**config.mk**
```make
export PLATFORM = sky130hd
export DESIGN_NAME = exe_stage
export DESIGN_NICKNAME = d
export VERILOG_FILES = /design/src/rtl/mips_pkg.sv /design/src/rtl/divu_iter.sv /design/src/rtl/exe_stage.sv
export SDC_FILE = /design/constraint.sdc
export NUM_CORES = 2
export LEC_CHECK = 0
export CORE_MARGIN = 2
export CORE_UTILIZATION = 30
export DETAILED_ROUTE_END_ITERATION = 16
export SLEW_MARGIN = 10
export SYNTH_ARGS = -nofsm -noshare
export SYNTH_HDL_FRONTEND = slang
export SYNTH_SLANG_ARGS = --single-unit
export TNS_END_PERCENT = 5
```
**constraint.sdc**
```tcl
create_clock -name clk -period 11.1 [get_ports clk]
set_clock_uncertainty 0.15 [all_clocks]
set_input_delay 2.22 -clock clk [delete_from_list [all_inputs] [get_ports clk]]
set_output_delay 2.22 -clock clk [all_outputs]
set_load 0.01 [all_outputs]
```
**src/rtl/mips_pkg.sv**
```systemverilog
// Shared definitions for the MIPS pipeline: widths, execute-stage opcodes, divider states.
package mips_pkg;

  localparam int unsigned XlenDefault = 32;
  localparam int unsigned WbW         = 2;
  localparam int unsigned MemW        = 1;

  typedef enum logic [3:0] {
    CmdAdd  = 4'd0,
    CmdSub  = 4'd1,
    CmdAnd  = 4'd2,
    CmdOr   = 4'd3,
    CmdXor  = 4'd4,
    CmdNor  = 4'd5,
    CmdSlt  = 4'd6,
    CmdSltu = 4'd7,
    CmdSll  = 4'd8,
    CmdSrl  = 4'd9,
    CmdSra  = 4'd10,
    CmdLui  = 4'd11,
    CmdMul  = 4'd12,
    CmdDivu = 4'd13,
    CmdRemu = 4'd14,
    CmdRsvd = 4'd15
  } exe_cmd_e;

  typedef enum logic {
    StIdle,
    StDiv
  } div_state_e;

  // True for the commands that go through the iterative divider.
  function automatic logic is_div_cmd(input logic [3:0] cmd);
    return (cmd == CmdDivu) || (cmd == CmdRemu);
  endfunction

endpackage

```
**src/rtl/divu_iter.sv**
```systemverilog
// Unsigned restoring divider: one quotient bit per cycle, fixed XLEN-cycle latency.
// quotient/remainder are the values produced by the current step; they are final while done=1.
module divu_iter
  import mips_pkg::*;
#(
  parameter int unsigned XLEN = XlenDefault
) (
  input  logic            clk,
  input  logic            rst,
  input  logic            abort,
  input  logic            start,
  input  logic [XLEN-1:0] dividend,
  input  logic [XLEN-1:0] divisor,
  output logic            busy,
  output logic            done,
  output logic [XLEN-1:0] quotient,
  output logic [XLEN-1:0] remainder
);

  localparam int unsigned CntW = $clog2(XLEN);

  div_state_e      state_q, state_d;
  logic [CntW-1:0] cnt_q;
  logic [XLEN-1:0] quo_q, rem_q, dvsr_q;
  logic [XLEN:0]   partial, diff;
  logic            fits, last;
  logic [XLEN-1:0] quo_step, rem_step;

  assign last = (cnt_q == CntW'(XLEN - 1));

  // One restoring step; a zero divisor always "fits", giving all-ones and rem = dividend.
  always_comb begin
    partial  = {rem_q, quo_q[XLEN-1]};
    diff     = partial - {1'b0, dvsr_q};
    fits     = ~diff[XLEN];
    quo_step = {quo_q[XLEN-2:0], fits};
    rem_step = fits ? diff[XLEN-1:0] : partial[XLEN-1:0];
  end

  // State register.
  always_ff @(posedge clk) begin
    if (rst) state_q <= StIdle;
    else     state_q <= state_d;
  end

  // Next-state logic.
  always_comb begin
    state_d = state_q;
    unique case (state_q)
      StIdle: if (start && !abort) state_d = StDiv;
      StDiv:  if (abort || last)   state_d = StIdle;
      default: state_d = StIdle;
    endcase
  end

  // FSM outputs.
  always_comb begin
    busy      = (state_q == StDiv);
    done      = busy && last;
    quotient  = quo_step;
    remainder = rem_step;
  end

  // Iteration datapath: load on start, shift/subtract while busy.
  always_ff @(posedge clk) begin
    if (rst) begin
      quo_q  <= '0;
      rem_q  <= '0;
      dvsr_q <= '0;
      cnt_q  <= '0;
    end else if (state_q == StIdle && start && !abort) begin
      quo_q  <= dividend;
      rem_q  <= '0;
      dvsr_q <= divisor;
      cnt_q  <= '0;
    end else if (busy) begin
      quo_q  <= quo_step;
      rem_q  <= rem_step;
      cnt_q  <= cnt_q + 1'b1;
    end
  end

endmodule

```
**src/rtl/exe_stage.sv**
```systemverilog
// Execute stage: operand muxes, single-cycle ALU, iterative divide with upstream stall,
// and the EX/MEM output registers.
module exe_stage
  import mips_pkg::*;
#(
  parameter int unsigned XLEN   = XlenDefault,
  parameter int unsigned REG_AW = 5
) (
  input  logic              clk,
  input  logic              rst,
  input  logic              flush,
  input  logic              in_valid,
  input  logic [3:0]        exe_cmd,
  input  logic              imm_sel,
  input  logic              reg_dst,
  input  logic [MemW-1:0]   mem_in,
  input  logic [WbW-1:0]    wb_in,
  input  logic [XLEN-1:0]   read_data1,
  input  logic [XLEN-1:0]   read_data2,
  input  logic [XLEN-1:0]   sign_ex,
  input  logic [XLEN-1:0]   pc_in,
  input  logic [REG_AW-1:0] dest1,
  input  logic [REG_AW-1:0] dest2,
  output logic              stall,
  output logic              out_valid,
  output logic [XLEN-1:0]   alu_result,
  output logic [XLEN-1:0]   store_data,
  output logic [XLEN-1:0]   pc_out,
  output logic [REG_AW-1:0] dest_out,
  output logic [MemW-1:0]   mem_out,
  output logic [WbW-1:0]    wb_out
);

  logic [XLEN-1:0]   op_a, op_b, alu;
  logic [4:0]        shamt;
  logic [REG_AW-1:0] dest_sel;
  logic              cmd_div;

  logic              div_start, div_busy, div_done;
  logic [XLEN-1:0]   div_quo, div_rem;

  // Set in the cycle the finished divide is presented; the same divide is still held in
  // ID/EXE then, so it must be retired instead of restarted.
  logic              div_done_q;

  logic              out_valid_q;
  logic [XLEN-1:0]   alu_q, store_q, pc_q;
  logic [REG_AW-1:0] dest_q;
  logic [MemW-1:0]   mem_q;
  logic [WbW-1:0]    wb_q;

  logic [XLEN-1:0]   lat_pc_q, lat_store_q;
  logic [REG_AW-1:0] lat_dest_q;
  logic [MemW-1:0]   lat_mem_q;
  logic [WbW-1:0]    lat_wb_q;
  logic              lat_rem_q;

  assign op_a     = read_data1;
  assign op_b     = imm_sel ? sign_ex : read_data2;
  assign shamt    = op_b[4:0];
  assign dest_sel = reg_dst ? dest2 : dest1;
  assign cmd_div  = is_div_cmd(exe_cmd);

  // Single-cycle ALU; divide opcodes yield 0 here since their result comes from the divider.
  always_comb begin
    alu = '0;
    case (exe_cmd_e'(exe_cmd))
      CmdAdd:  alu = op_a + op_b;
      CmdSub:  alu = op_a - op_b;
      CmdAnd:  alu = op_a & op_b;
      CmdOr:   alu = op_a | op_b;
      CmdXor:  alu = op_a ^ op_b;
      CmdNor:  alu = ~(op_a | op_b);
      CmdSlt:  alu = {{(XLEN-1){1'b0}}, $signed(op_a) < $signed(op_b)};
      CmdSltu: alu = {{(XLEN-1){1'b0}}, op_a < op_b};
      CmdSll:  alu = op_a << shamt;
      CmdSrl:  alu = op_a >> shamt;
      CmdSra:  alu = $unsigned($signed(op_a) >>> shamt);
      CmdLui:  alu = op_b << 16;
      CmdMul:  alu = op_a * op_b;
      default: alu = '0;
    endcase
  end

  // Divider handshake and upstream stall.
  always_comb begin
    div_start = !rst && !flush && !div_busy && !div_done_q && in_valid && cmd_div;
    stall     = div_busy || (in_valid && cmd_div && !div_done_q);
  end

  divu_iter #(
    .XLEN (XLEN)
  ) u_divu_iter (
    .clk       (clk),
    .rst       (rst),
    .abort     (flush),
    .start     (div_start),
    .dividend  (op_a),
    .divisor   (op_b),
    .busy      (div_busy),
    .done      (div_done),
    .quotient  (div_quo),
    .remainder (div_rem)
  );

  // Output registers and divide side-band latch; rst beats flush beats normal operation.
  always_ff @(posedge clk) begin
    if (rst) begin
      out_valid_q <= 1'b0;
      div_done_q  <= 1'b0;
      alu_q       <= '0;
      store_q     <= '0;
      pc_q        <= '0;
      dest_q      <= '0;
      mem_q       <= '0;
      wb_q        <= '0;
      lat_pc_q    <= '0;
      lat_store_q <= '0;
      lat_dest_q  <= '0;
      lat_mem_q   <= '0;
      lat_wb_q    <= '0;
      lat_rem_q   <= 1'b0;
    end else if (flush) begin
      out_valid_q <= 1'b0;
      div_done_q  <= 1'b0;
    end else if (div_busy) begin
      if (div_done) begin
        out_valid_q <= 1'b1;
        div_done_q  <= 1'b1;
        alu_q       <= lat_rem_q ? div_rem : div_quo;
        store_q     <= lat_store_q;
        pc_q        <= lat_pc_q;
        dest_q      <= lat_dest_q;
        mem_q       <= lat_mem_q;
        wb_q        <= lat_wb_q;
      end else begin
        out_valid_q <= 1'b0;
      end
    end else if (div_done_q) begin
      out_valid_q <= 1'b0;
      div_done_q  <= 1'b0;
    end else if (in_valid && cmd_div) begin
      out_valid_q <= 1'b0;
      lat_pc_q    <= pc_in;
      lat_store_q <= read_data2;
      lat_dest_q  <= dest_sel;
      lat_mem_q   <= mem_in;
      lat_wb_q    <= wb_in;
      lat_rem_q   <= (exe_cmd == CmdRemu);
    end else begin
      out_valid_q <= in_valid;
      alu_q       <= alu;
      store_q     <= read_data2;
      pc_q        <= pc_in;
      dest_q      <= dest_sel;
      mem_q       <= mem_in;
      wb_q        <= wb_in;
    end
  end

  assign out_valid  = out_valid_q;
  assign alu_result = alu_q;
  assign store_data = store_q;
  assign pc_out     = pc_q;
  assign dest_out   = dest_q;
  assign mem_out    = mem_q;
  assign wb_out     = wb_q;

endmodule

```
==> impl_metrics.ini <==
[critical_path]
crit_path_start_kind = input pin
ff2ff_path_depth = 15
cp_slowest_cell = mux2i_4
r2r_start = u_divu_iter.quo_q[31]
end_kind = register
path_class = in -> reg
critPathMaxFanout = 21
cp.required_ns = 11.39
ff2ff_setup_slack_ns = 5.95
endpoint = alu_result[30]
worstReg2RegEnd = alu_result[5]
critPathMaxStageDelay_ns = 0.59
startpoint = imm_sel
cp_common_cell = fa_1
cp.arrival_ns = 10.61

[logic_synthesis]
ys_seq_area_share_pct = 15.0
ys_top_cells_by_area = fa_1, dfxtp_1, ha_1, nor2_1, mux2i_1
avgSynthCellArea_um2 = 7.97
synth_cell_types = 84
synth_common_cells = nor2_1, nand2_1, inv_1, fa_1, dfxtp_1
synth.top_cell.area_share_pct = 21.9
synthFlopType = dfxtp_1
synth-edff-count = 0
netlist_area_um2 = 37600
synthesis.instances = 4715
syn_nets = 5531
synth_most_common_cell = nor2_1
yosys_warnings = 0
synth_seq_cells = 281
synth_async_sr_flop_share_pct = 0
synth.largest_area_cell = fa_1

[finish]
multi_input_area_um2 = 28800
drive_above_1_share_pct = 6.58
nNetsFinal = 5675
seq_area_um2 = 5630
stdcell_area_um2 = 43300
area_growth_pct = 15.2
nFillCells = 13010

[grt]
track_usage_pct = 28.0
grt_use_met2_pct = 42.5
antenna_found_initial = 5
use_met1_pct = 37.6
grt_pass1_vias = 36235
grt_max_degree = 95
grt-ovfl-total = 0
grt_pass1_wl_mm = 261
busiest_layer = met2
met3_usage_pct = 6.90

[sta]
fmax_ghz = 0.0969
maxSlewViolCount = 0
finalCritPeriodShare_pct = 93.0
post-route-min-period_ns = 10.32
tightest_slew_ns = 1.11
max_slew_margin_pct = 25.5
hold_slack_ns = 0.301
finalHoldViolCount = 0
rsz0062_at_grt = no
timing.setup.tns_ns = 0
setup_violations = 0

[place]
portBuffers = 256
gp_congestion = 1.04
place_area_um2 = 42400
dp_hpwl_mm = 144

[drt]
dr_total_vias = 36898
finalWirelength_mm = 184
drt-initial-drc-count = 4233
drt-vias-per-instance = 5.66
first_pass_iters = 8
ant_nets = 0
post_drt_wl_per_cell_um = 28.2
drc_errors = 0

[run]
maxCapViolCount = 0

[clock_tree]
clockBufferDepth = 3
clkSinkCount = 281
cts-root-buf = clkbuf_16
htreeDepth = 1
tritoncts = built
cts_hold_buf = 0
post_cts_buffers = 0
cts.reportedPaths.clkPinSlew_ns = 0.06
cts_resized = 0
numCtsBuffers = 29
clk_latency_ns = 0.61

[floorplanning]
io_pins = 257
die_h_um = 358
fp.dieW_um = 358
coreArea_um2 = 124000
rows = 129
die-area_um2 = 128000
start_util_pct = 30.3

[outcome]
status = finished, final reports clean

[worst_hold_path]
hold_class = reg -> reg
-- worst max-delay path: cells and delay by family --
| kind | cells | cell delay [ns] |
|---|---|---|
| buf+inv | 8 | 1.77 |
| fa+ha+maj | 9 | 4.00 |
| compound gates | 7 | 1.31 |
| mux | 2 | 0.87 |
| simple gates | 3 | 0.42 |
-- registers in the layout, summed over array words and instances, names as in the netlist, 2 cells and up --
name and cells:
lat_dest_q 5, lat_wb_q 2, u_divu_iter.dvsr_q 32, pc_out 32, alu_result 32, u_divu_iter.cnt_q 5, wb_out 2, store_data 32
u_divu_iter.quo_q 32, lat_pc_q 32, u_divu_iter.rem_q 32, lat_store_q 32, dest_out 5
-- layer usage --
metal / vias up / routed length, um / share of wire (%)
met3: 373 / 19000 / 10
met2: 1983 / 79300 / 43
met5: - / 27 / 0.015
met1: 18341 / 75900 / 41
li1: 16197 / - / -
met4: 4 / 9610 / 5.2
-- final cells by class --
type                            instances  share of cell area, %
Clock inverter                         11                  0.274
Clock buffer                           40                   1.86
Inverter                              523                   4.54
Timing Repair Buffer                  432                   8.97
Tap cell                             1637                   4.73
Antenna cell                            5                 0.0289
Multi-Input combinational cell       3592                   66.6
Sequential cell                       281                   13.0
-- cells by family after synthesis --
kind of cell,Yosys count,synth area share [%]
simple gates,1484,16.2
xor+xnor,124,2.89
buf+inv,842,8.75
fa+ha+maj,665,30.3
compound gates,1041,18.4
mux,278,8.48
flops,281,15.0
-- metrics by stage --
step / cells / utilization, % / setup WS, ns
floorplan: 4715 / - / 0.562
global route: 6516 / 34.9 / 0.515
detailed placement: 6465 / 34.2 / 0.299
global placement: 6465 / 34.2 / 0.385
CTS: 6516 / 34.9 / 0.893
finish: 6521 / 34.9 / 0.779
-- layout by cell type (no fill, tap or decap), drive strengths merged, types with 43 or more instances in the layout --
| master | n |
|---|---|
| a21oi | 279 |
| dfxtp | 281 |
| ha | 254 |
| nand3 | 44 |
| clkdlybuf4s50 | 254 |
| fa | 411 |
| mux2i | 248 |
| o21ai | 175 |
| a211oi | 168 |
| inv | 513 |
| a21o | 43 |
| o211ai | 49 |
| xnor2 | 98 |
| buf | 177 |
| nand2 | 548 |
| nor3 | 85 |
| a22oi | 50 |
| nor2 | 683 |
-- how the worst min path moves through the flow --
stage | start | to | slack, ns | cells past startpoint
finish | lat_store_q[9] | lat_store_q[9] | 0.30 | 2
floorplan | lat_mem_q | lat_mem_q | 0.29 | 2
global route | lat_pc_q[13] | lat_pc_q[13] | 0.31 | 2
CTS | lat_store_q[12] | lat_store_q[12] | 0.30 | 2
detailed placement | lat_store_q[12] | lat_store_q[12] | 0.30 | 2
global placement | lat_pc_q[1] | lat_pc_q[1] | 0.29 | 2
Power is not shown: default switching activity piles up to over one toggle a cycle in this logic, so the estimate is an artifact.
